<file path="config.mk">
export PLATFORM = sky130hd
export DESIGN_NAME = snd_cmd_sched
export DESIGN_NICKNAME = d
export VERILOG_FILES = /design/src/rtl/snd_pkg.sv /design/src/rtl/snd_cmd_fifo.sv /design/src/rtl/snd_cmd_sched.sv
export SDC_FILE = /design/constraint.sdc
export NUM_CORES = 1
export LEC_CHECK = 0
export ABC_CLOCK_PERIOD_IN_PS = 4800
export CAP_MARGIN = 20
export CORE_ASPECT_RATIO = 2
export CORE_MARGIN = 2
export CORE_UTILIZATION = 60
export DETAILED_ROUTE_END_ITERATION = 8
export PLACE_DENSITY = 0.89
export SLEW_MARGIN = 15
export SYNTH_ARGS = -nofsm -noshare
export SYNTH_HDL_FRONTEND = slang
export SYNTH_SLANG_ARGS = --single-unit
</file>
<file path="constraint.sdc">
create_clock -name clk -period 4.8 [get_ports clk]
set_input_delay 0.48 -clock clk [delete_from_list [all_inputs] [get_ports clk]]
set_output_delay 0.48 -clock clk [all_outputs]
set_load 0.01 [all_outputs]
</file>
<file path="src/rtl/snd_pkg.sv">
// snd_pkg: shared state encoding and counter-width helper for the sound command scheduler
package snd_pkg;
  typedef enum logic [2:0] {IDLE, LOAD, IRQ, WAIT_RD, GAP} state_e;
  function automatic int cnt_w(input int n);
    return n > 2 ? $clog2(n) : 1;
  endfunction
endpackage

</file>
<file path="src/rtl/snd_cmd_fifo.sv">
// snd_cmd_fifo: DEPTHx8 synchronous FIFO with flush; a full FIFO still accepts a push paired with a pop
module snd_cmd_fifo #(
  parameter int DEPTH = 4,
  localparam int AW = $clog2(DEPTH)
) (
  input  logic          clk,
  input  logic          nU115_CLR,
  input  logic          push,
  input  logic          pop,
  input  logic          flush,
  input  logic [7:0]    din,
  output logic [7:0]    dout,
  output logic          full,
  output logic          empty,
  output logic [AW:0]   count
);
  logic [7:0] mem_q [DEPTH];
  logic [AW-1:0] wp_q, wp_d, rp_q, rp_d;
  logic [AW:0] cnt_q, cnt_d;
  logic wr, rd;
  always_comb begin
    rd = pop & ~empty & ~flush;
    wr = push & (~full | rd) & ~flush;
    wp_d = flush ? '0 : wp_q + AW'(wr);
    rp_d = flush ? '0 : rp_q + AW'(rd);
    cnt_d = flush ? '0 : cnt_q + (AW+1)'(wr) - (AW+1)'(rd);
  end
  always_ff @(posedge clk or negedge nU115_CLR)
    if (!nU115_CLR) begin
      wp_q <= '0;
      rp_q <= '0;
      cnt_q <= '0;
    end else begin
      wp_q <= wp_d;
      rp_q <= rp_d;
      cnt_q <= cnt_d;
    end
  always_ff @(posedge clk)
    if (wr) mem_q[wp_q] <= din;
  assign dout = mem_q[rp_q];
  assign full = cnt_q == (AW+1)'(DEPTH);
  assign empty = cnt_q == '0;
  assign count = cnt_q;
endmodule

</file>
<file path="src/rtl/snd_cmd_sched.sv">
// snd_cmd_sched: queues main-CPU sound commands and hands them one at a time to the Z80
// through a single latch and interrupt, waiting for acknowledge and latch read in between.
module snd_cmd_sched import snd_pkg::*; #(
  parameter int DEPTH      = 4,
  parameter int GAP_CYCLES = 16,
  parameter int TIMEOUT    = 4096,
  parameter int RETRY_MAX  = 3
) (
  input  logic                     clk,
  input  logic                     nU115_CLR,
  input  logic                     cmd_we,
  input  logic [7:0]               cmd_d,
  input  logic                     int_ack,
  input  logic                     latch_rd,
  input  logic                     flush,
  output logic [7:0]               latch_q,
  output logic                     nint,
  output logic                     busy,
  output logic [$clog2(DEPTH):0]   fifo_count,
  output logic                     ovf,
  output logic                     drop
);
  localparam int TW = cnt_w(TIMEOUT);
  localparam int GW = cnt_w(GAP_CYCLES);
  localparam int RW = cnt_w(RETRY_MAX + 1);
  state_e state_q, state_d;
  logic [7:0] lat_q, lat_d, head;
  logic [TW-1:0] tmr_q, tmr_d;
  logic [GW-1:0] gap_q, gap_d;
  logic [RW-1:0] rty_q, rty_d;
  logic nint_q, nint_d, ovf_q, ovf_d, drop_q, drop_d;
  logic push, pop, full, empty;
  snd_cmd_fifo #(.DEPTH(DEPTH)) u_fifo (
    .clk(clk), .nU115_CLR(nU115_CLR), .push(push), .pop(pop), .flush(flush),
    .din(cmd_d), .dout(head), .full(full), .empty(empty), .count(fifo_count)
  );
  always_comb begin
    push = cmd_we & ~flush;
    pop = state_q == LOAD;
    state_d = state_q;
    lat_d = lat_q;
    tmr_d = '0;
    gap_d = '0;
    rty_d = rty_q;
    drop_d = drop_q;
    ovf_d = ovf_q | (push & full & ~pop);
    unique case (state_q)
      IDLE: state_d = empty ? IDLE : LOAD;
      LOAD: begin
        lat_d = head;
        rty_d = '0;
        state_d = IRQ;
      end
      // a read while still interrupting comes from polling software: it is both ack and read
      IRQ: state_d = latch_rd ? GAP : int_ack ? WAIT_RD : IRQ;
      WAIT_RD:
        if (latch_rd) state_d = GAP;
        else if (tmr_q != TW'(TIMEOUT - 1)) tmr_d = tmr_q + TW'(1);
        else if (rty_q < RW'(RETRY_MAX)) begin
          rty_d = rty_q + RW'(1);
          state_d = IRQ;
        end else begin
          drop_d = 1'b1;
          state_d = GAP;
        end
      GAP:
        if (gap_q == GW'(GAP_CYCLES - 1)) state_d = IDLE;
        else gap_d = gap_q + GW'(1);
      default: state_d = IDLE;
    endcase
    if (flush) begin
      state_d = IDLE;
      lat_d = lat_q;
      drop_d = drop_q;
      tmr_d = '0;
      gap_d = '0;
    end
    // the request goes low one cycle after IRQ is entered and lifts on the edge that leaves IRQ
    nint_d = !(state_q == IRQ && state_d == IRQ);
  end
  always_ff @(posedge clk or negedge nU115_CLR)
    if (!nU115_CLR) begin
      state_q <= IDLE;
      lat_q <= '0;
      tmr_q <= '0;
      gap_q <= '0;
      rty_q <= '0;
      nint_q <= 1'b1;
      ovf_q <= 1'b0;
      drop_q <= 1'b0;
    end else begin
      state_q <= state_d;
      lat_q <= lat_d;
      tmr_q <= tmr_d;
      gap_q <= gap_d;
      rty_q <= rty_d;
      nint_q <= nint_d;
      ovf_q <= ovf_d;
      drop_q <= drop_d;
    end
  assign latch_q = lat_q;
  assign nint = nint_q;
  assign busy = state_q != IDLE;
  assign ovf = ovf_q;
  assign drop = drop_q;
endmodule

</file>
==> parameters.txt <==
Parameter                              Value

Timing
  Final-report hold violation count ... 0
  Unrepaired setup endpoints after global routing ... no
  Max Transition Viols Final ... 0
  Period utilization ... around three fifths
  Final worst setup slack ... 1.965 ns
  Clock Skew ... ~0.0086 ns
  Achievable clock frequency ... 352.8 MHz
  Worst-case headroom to the max-slew limit ... between 40% and 50%
  Total Negative Setup Slacks ... 0 ns
  Setup violators final ... 0
  Post-layout minimum cycle time ... 2.835 ns
  Slew at the pin closest to its max-slew limit ... a little under 0.9 ns

Die
  Chip height ... roughly 110 um
  Die ar. ... roughly 5900 um^2
  X dimension of the die ... around 55 um
  Ports ... 29
  Number of core rows ... 37
  Placeable core region ... between 5000 and 6000 um^2
  Starting Density ... between 60% and 70%

Critical path
  Crit. End Element ... flop
  Kind of cell adding the most delay to the critical path ... buffers and inverters
  Required time reported for the critical path endpoint ... approximately 5 ns
  Depth of the critical timing path with buffers and inverters included ... 10
  Critical Path Fanout Max ... 15
  Buffers plus inverters on the worst setup path ... 3
  Critical register-to-register path endpoint ... u_fifo.count[2]$_DFF_PN0_
  Startpoint class of the critical path ... primary input
  Signal arrival time at the worst endpoint ... approximately 3.1 ns
  Worst-path cell chain ... clkdlybuf4s50_1 > nor3_4 > o31a_1 > ha_1 > inv_1 > ha_1 > inv_1 > fa_1 > xnor2_1 > nor2_1
  CP endpoint ... u_fifo.count[2]$_DFF_PN0_
  Depth of the most critical reg-to-reg path ... 10
  Biggest cell delay along the critical path ... about 0.7 ns
  Critical register-to-register path startpoint ... state_q[2]$_DFF_PN0_
  Slack of the worst reg-to-reg path ... around 2.1 ns
  Beginning of the critical path ... flush
  Max stage delay cell, worst path ... sky130_fd_sc_hd__clkdlybuf4s50_1
  Classification of the worst setup path ... primary input to flop

Clock network
  Number of H-tree levels ... 3
  Clock tree sinks ... 71
  Clock tree root driver cell ... sky130_fd_sc_hd__clkbuf_8
  Clock latency reported for the late side of the worst-skew pair ... 0.35 ns
  CTS Hold Buffers Added ... 0
  Post-cts gate resize count ... 0
  Number of buffers created by CTS ... 9
  Clock tree buffer depth ... 2
  Clock-pin transition on the worst setup and hold timing paths ... 0.07 ns
  CTS tree ... built
  Total setup buffers inserted after CTS ... 0

Routing
  Vias per std cell ... a little over 6
  Wire length per cell ... between 15 and 20 um
  First-pass DRT Iterations ... 4
  Remaining antenna violation count ... 0
  Violation count after the first detailed-routing iteration ... 49
  Number of DRC violations after detailed routing ... 0
  Total length of routed wires ... approximately 5800 um
  Number of vias in the routed layout ... ~1,900

Synthesis
  Synth Area in Compound Gates ... around 7.3%
  Total of flip-flops plus latches after synthesis ... a little over 70
  Mapped Cells ... approximately 220
  Mean Syn Cell Area ... ~14 um^2
  Primary flip-flop cell chosen by synthesis mapping ... sky130_fd_sc_hd__dfrtp_1
  Proportion of synthesized area in mux cells ... a little under 9%
  Top cells by area, synth ... sky130_fd_sc_hd__edfxtp_1 (31%), sky130_fd_sc_hd__dfrtp_1 (30%), sky130_fd_sc_hd__mux4_2 (5.8%), sky130_fd_sc_hd__mux2_2 (2.9%), sky130_fd_sc_hd__ha_1 (2.8%)
  Combinational family with the most area after synthesis ... simple AND/OR/NAND/NOR gates
  Number of distinct library cells after synthesis ... 50
  Area of the mapped netlist ... 3133 um^2
  Mapped Nets ... 240
  Simple-gate area share of the yosys netlist ... a little over an eighth
  XOR/XNOR share of the synthesized area ... under 10%
  Number of enable-type register cells in the synthesized netlist ... 32
  Post-synth top area cell ... sky130_fd_sc_hd__edfxtp_1
  Yosys top cell area share ... between 30% and 40%
  Fraction of registers with async set/reset ... ~55%
  Seq/Total Area, Yosys ... 61.86%
  Post-Synth Adder-Cell Area ... between 3 and 4%
  Synth warn ... 0

Run status
  Run status ... finished clean

Final layout
  Share of layout cells above drive strength 1 ... a little under a fifth
  Most common library cell in the layout ignoring fill and taps ... sky130_fd_sc_hd__dfrtp_1
  Diode insertion count for antenna repair ... 0
  Most frequent cells in the layout ... sky130_fd_sc_hd__dfrtp_1 (38), sky130_fd_sc_hd__edfxtp_1 (32), sky130_fd_sc_hd__clkdlybuf4s50_1 (27)
  Share of the core filled with cells in the final layout ... between 70% and 80%
  Area growth from synthesis to layout ... 17.61%
  Fill cell count ... roughly 340
  Number of nets at the end of the flow ... between 200 and 300
  Post-Layout Inst Area ... 3685 um^2

Global routing
  First-pass GRT wire length ... between 9000 and 10,000 um
  Pin count of the biggest net entering global routing ... 40
  Overall overflow remaining after global route ... 0
  Number of global-route vias before repair ... about 1,900
  Overall track demand over capacity in global routing ... a little under a quarter
  Number of antenna violations at the first check in global routing ... 0

Placed design
  Worst Setup Slack post-DPL ... ~1.6 ns
  Port-buffer cells ... 28
  Placed inst area ... between 3000 and 4000 um^2
  HPWL Detailed ... roughly 4000 um
  Routability-driven placement congestion ratio ... roughly 0.76

Hold path
  Hold crit path type ... primary input to asynchronous set/reset pin

Power
  Pwr Total ... 1.680 mW
  LEAKAGE ... roughly 1.4 nW
  Cell Pwr Density ... roughly 460 nW/um^2
  IR Drop Worst-Case VDD ... between 0.4 and 0.5 mV

Flow run
  Max-cap check violation count ... 0
==> logic make-up (layout without fill, tap and decap cells) <==
logic type | Yosys count | after routing
muxes | 17 | 17
adders and majority gates | 8 | 8
and+or+nand+nor | 67 | 67
AOI/OAI and AO/OA | 28 | 28
xor gates and xnor gates | 9 | 9
buffers and inverters | 18 | 52
DFF | 71 | 71
==> layout make-up <==
type                            count  area (um^2)  share of cell area (%)
Sequential cell                    71         1938                   52.60
Tap cell                           58        72.57                   1.969
Multi-Input combinational cell    129         1132                   30.73
Clock buffer                       10        127.6                   3.463
Timing Repair Buffer               28        275.3                   7.470
Inverter                            8        30.03                  0.8149
Clock inverter                      6        108.9                   2.954
==> report_power, final <==
part	switching (mW)	total (mW)	leakage [nW]	internal [mW]
registers	0.0772	0.787	0.810	0.709
logic	0.141	0.334	0.449	0.194
clock network	0.215	0.559	0.120	0.344
==> how the worst min path moves through the flow <==
stage                  startpoint                     end  slack (ns)  cells past startpoint
2_1_floorplan           nU115_CLR        drop$_DFFE_PN0P_        0.18                      0
3_3_place_gp   gap_q[0]$_DFF_PN0_      gap_q[0]$_DFF_PN0_        0.45                      1
3_5_place_dp   gap_q[0]$_DFF_PN0_      gap_q[0]$_DFF_PN0_        0.46                      1
4_1_cts                 nU115_CLR  latch_q[4]$_DFFE_PN0P_        0.26                      1
5_1_grt                 nU115_CLR    rty_q[1]$_DFFE_PN0P_        0.31                      1
6_report                nU115_CLR      gap_q[3]$_DFF_PN0_        0.24                      1
==> metrics by stage <==
step,cells,hold slack [ns]
3_3_place_gp,294,0.4462
6_report,310,0.2357
4_1_cts,310,0.2591
3_5_place_dp,294,0.4569
2_1_floorplan,218,0.1844
5_1_grt,310,0.3095
==> cells in the mapped netlist, types with 4 or more instances <==
library cell	instances
sky130_fd_sc_hd__and2_1	4
sky130_fd_sc_hd__clkbuf_1	6
sky130_fd_sc_hd__dfrtp_1	38
sky130_fd_sc_hd__edfxtp_1	32
sky130_fd_sc_hd__ha_1	7
sky130_fd_sc_hd__inv_1	8
sky130_fd_sc_hd__mux2_2	8
sky130_fd_sc_hd__mux4_2	8
sky130_fd_sc_hd__nand2_1	6
sky130_fd_sc_hd__nand3_1	7
sky130_fd_sc_hd__nor2_1	13
sky130_fd_sc_hd__nor3b_1	4
sky130_fd_sc_hd__o21ai_0	4
sky130_fd_sc_hd__or3_1	5
sky130_fd_sc_hd__or4_1	5
sky130_fd_sc_hd__xnor2_1	5
sky130_fd_sc_hd__xor2_1	4
==> per-layer routing <==
metal | global-route usage, % | routed length [um] | up-vias | share of wire, %
li1 | - | - | 885 | -
met1 | 26.85 | 2115 | 950 | 36
met2 | 39.88 | 3330 | 45 | 57
met3 | 7.303 | 219 | 11 | 3.8
met4 | 9.930 | 135 | 0 | 2.3
met5 | 0 | 0 | - | 0
==> registers in the layout, summed over array words and instances (netlist names) <==
signal        flops
state_q           3
u_fifo.rp_q       2
u_fifo.count      3
tmr_q            12
gap_q             4
ovf               1
latch_q           8
u_fifo.wp_q       2
nint              1
rty_q             2
u_fifo.mem_q     32
drop              1
Note: power is estimated with default switching activity, not from simulation.
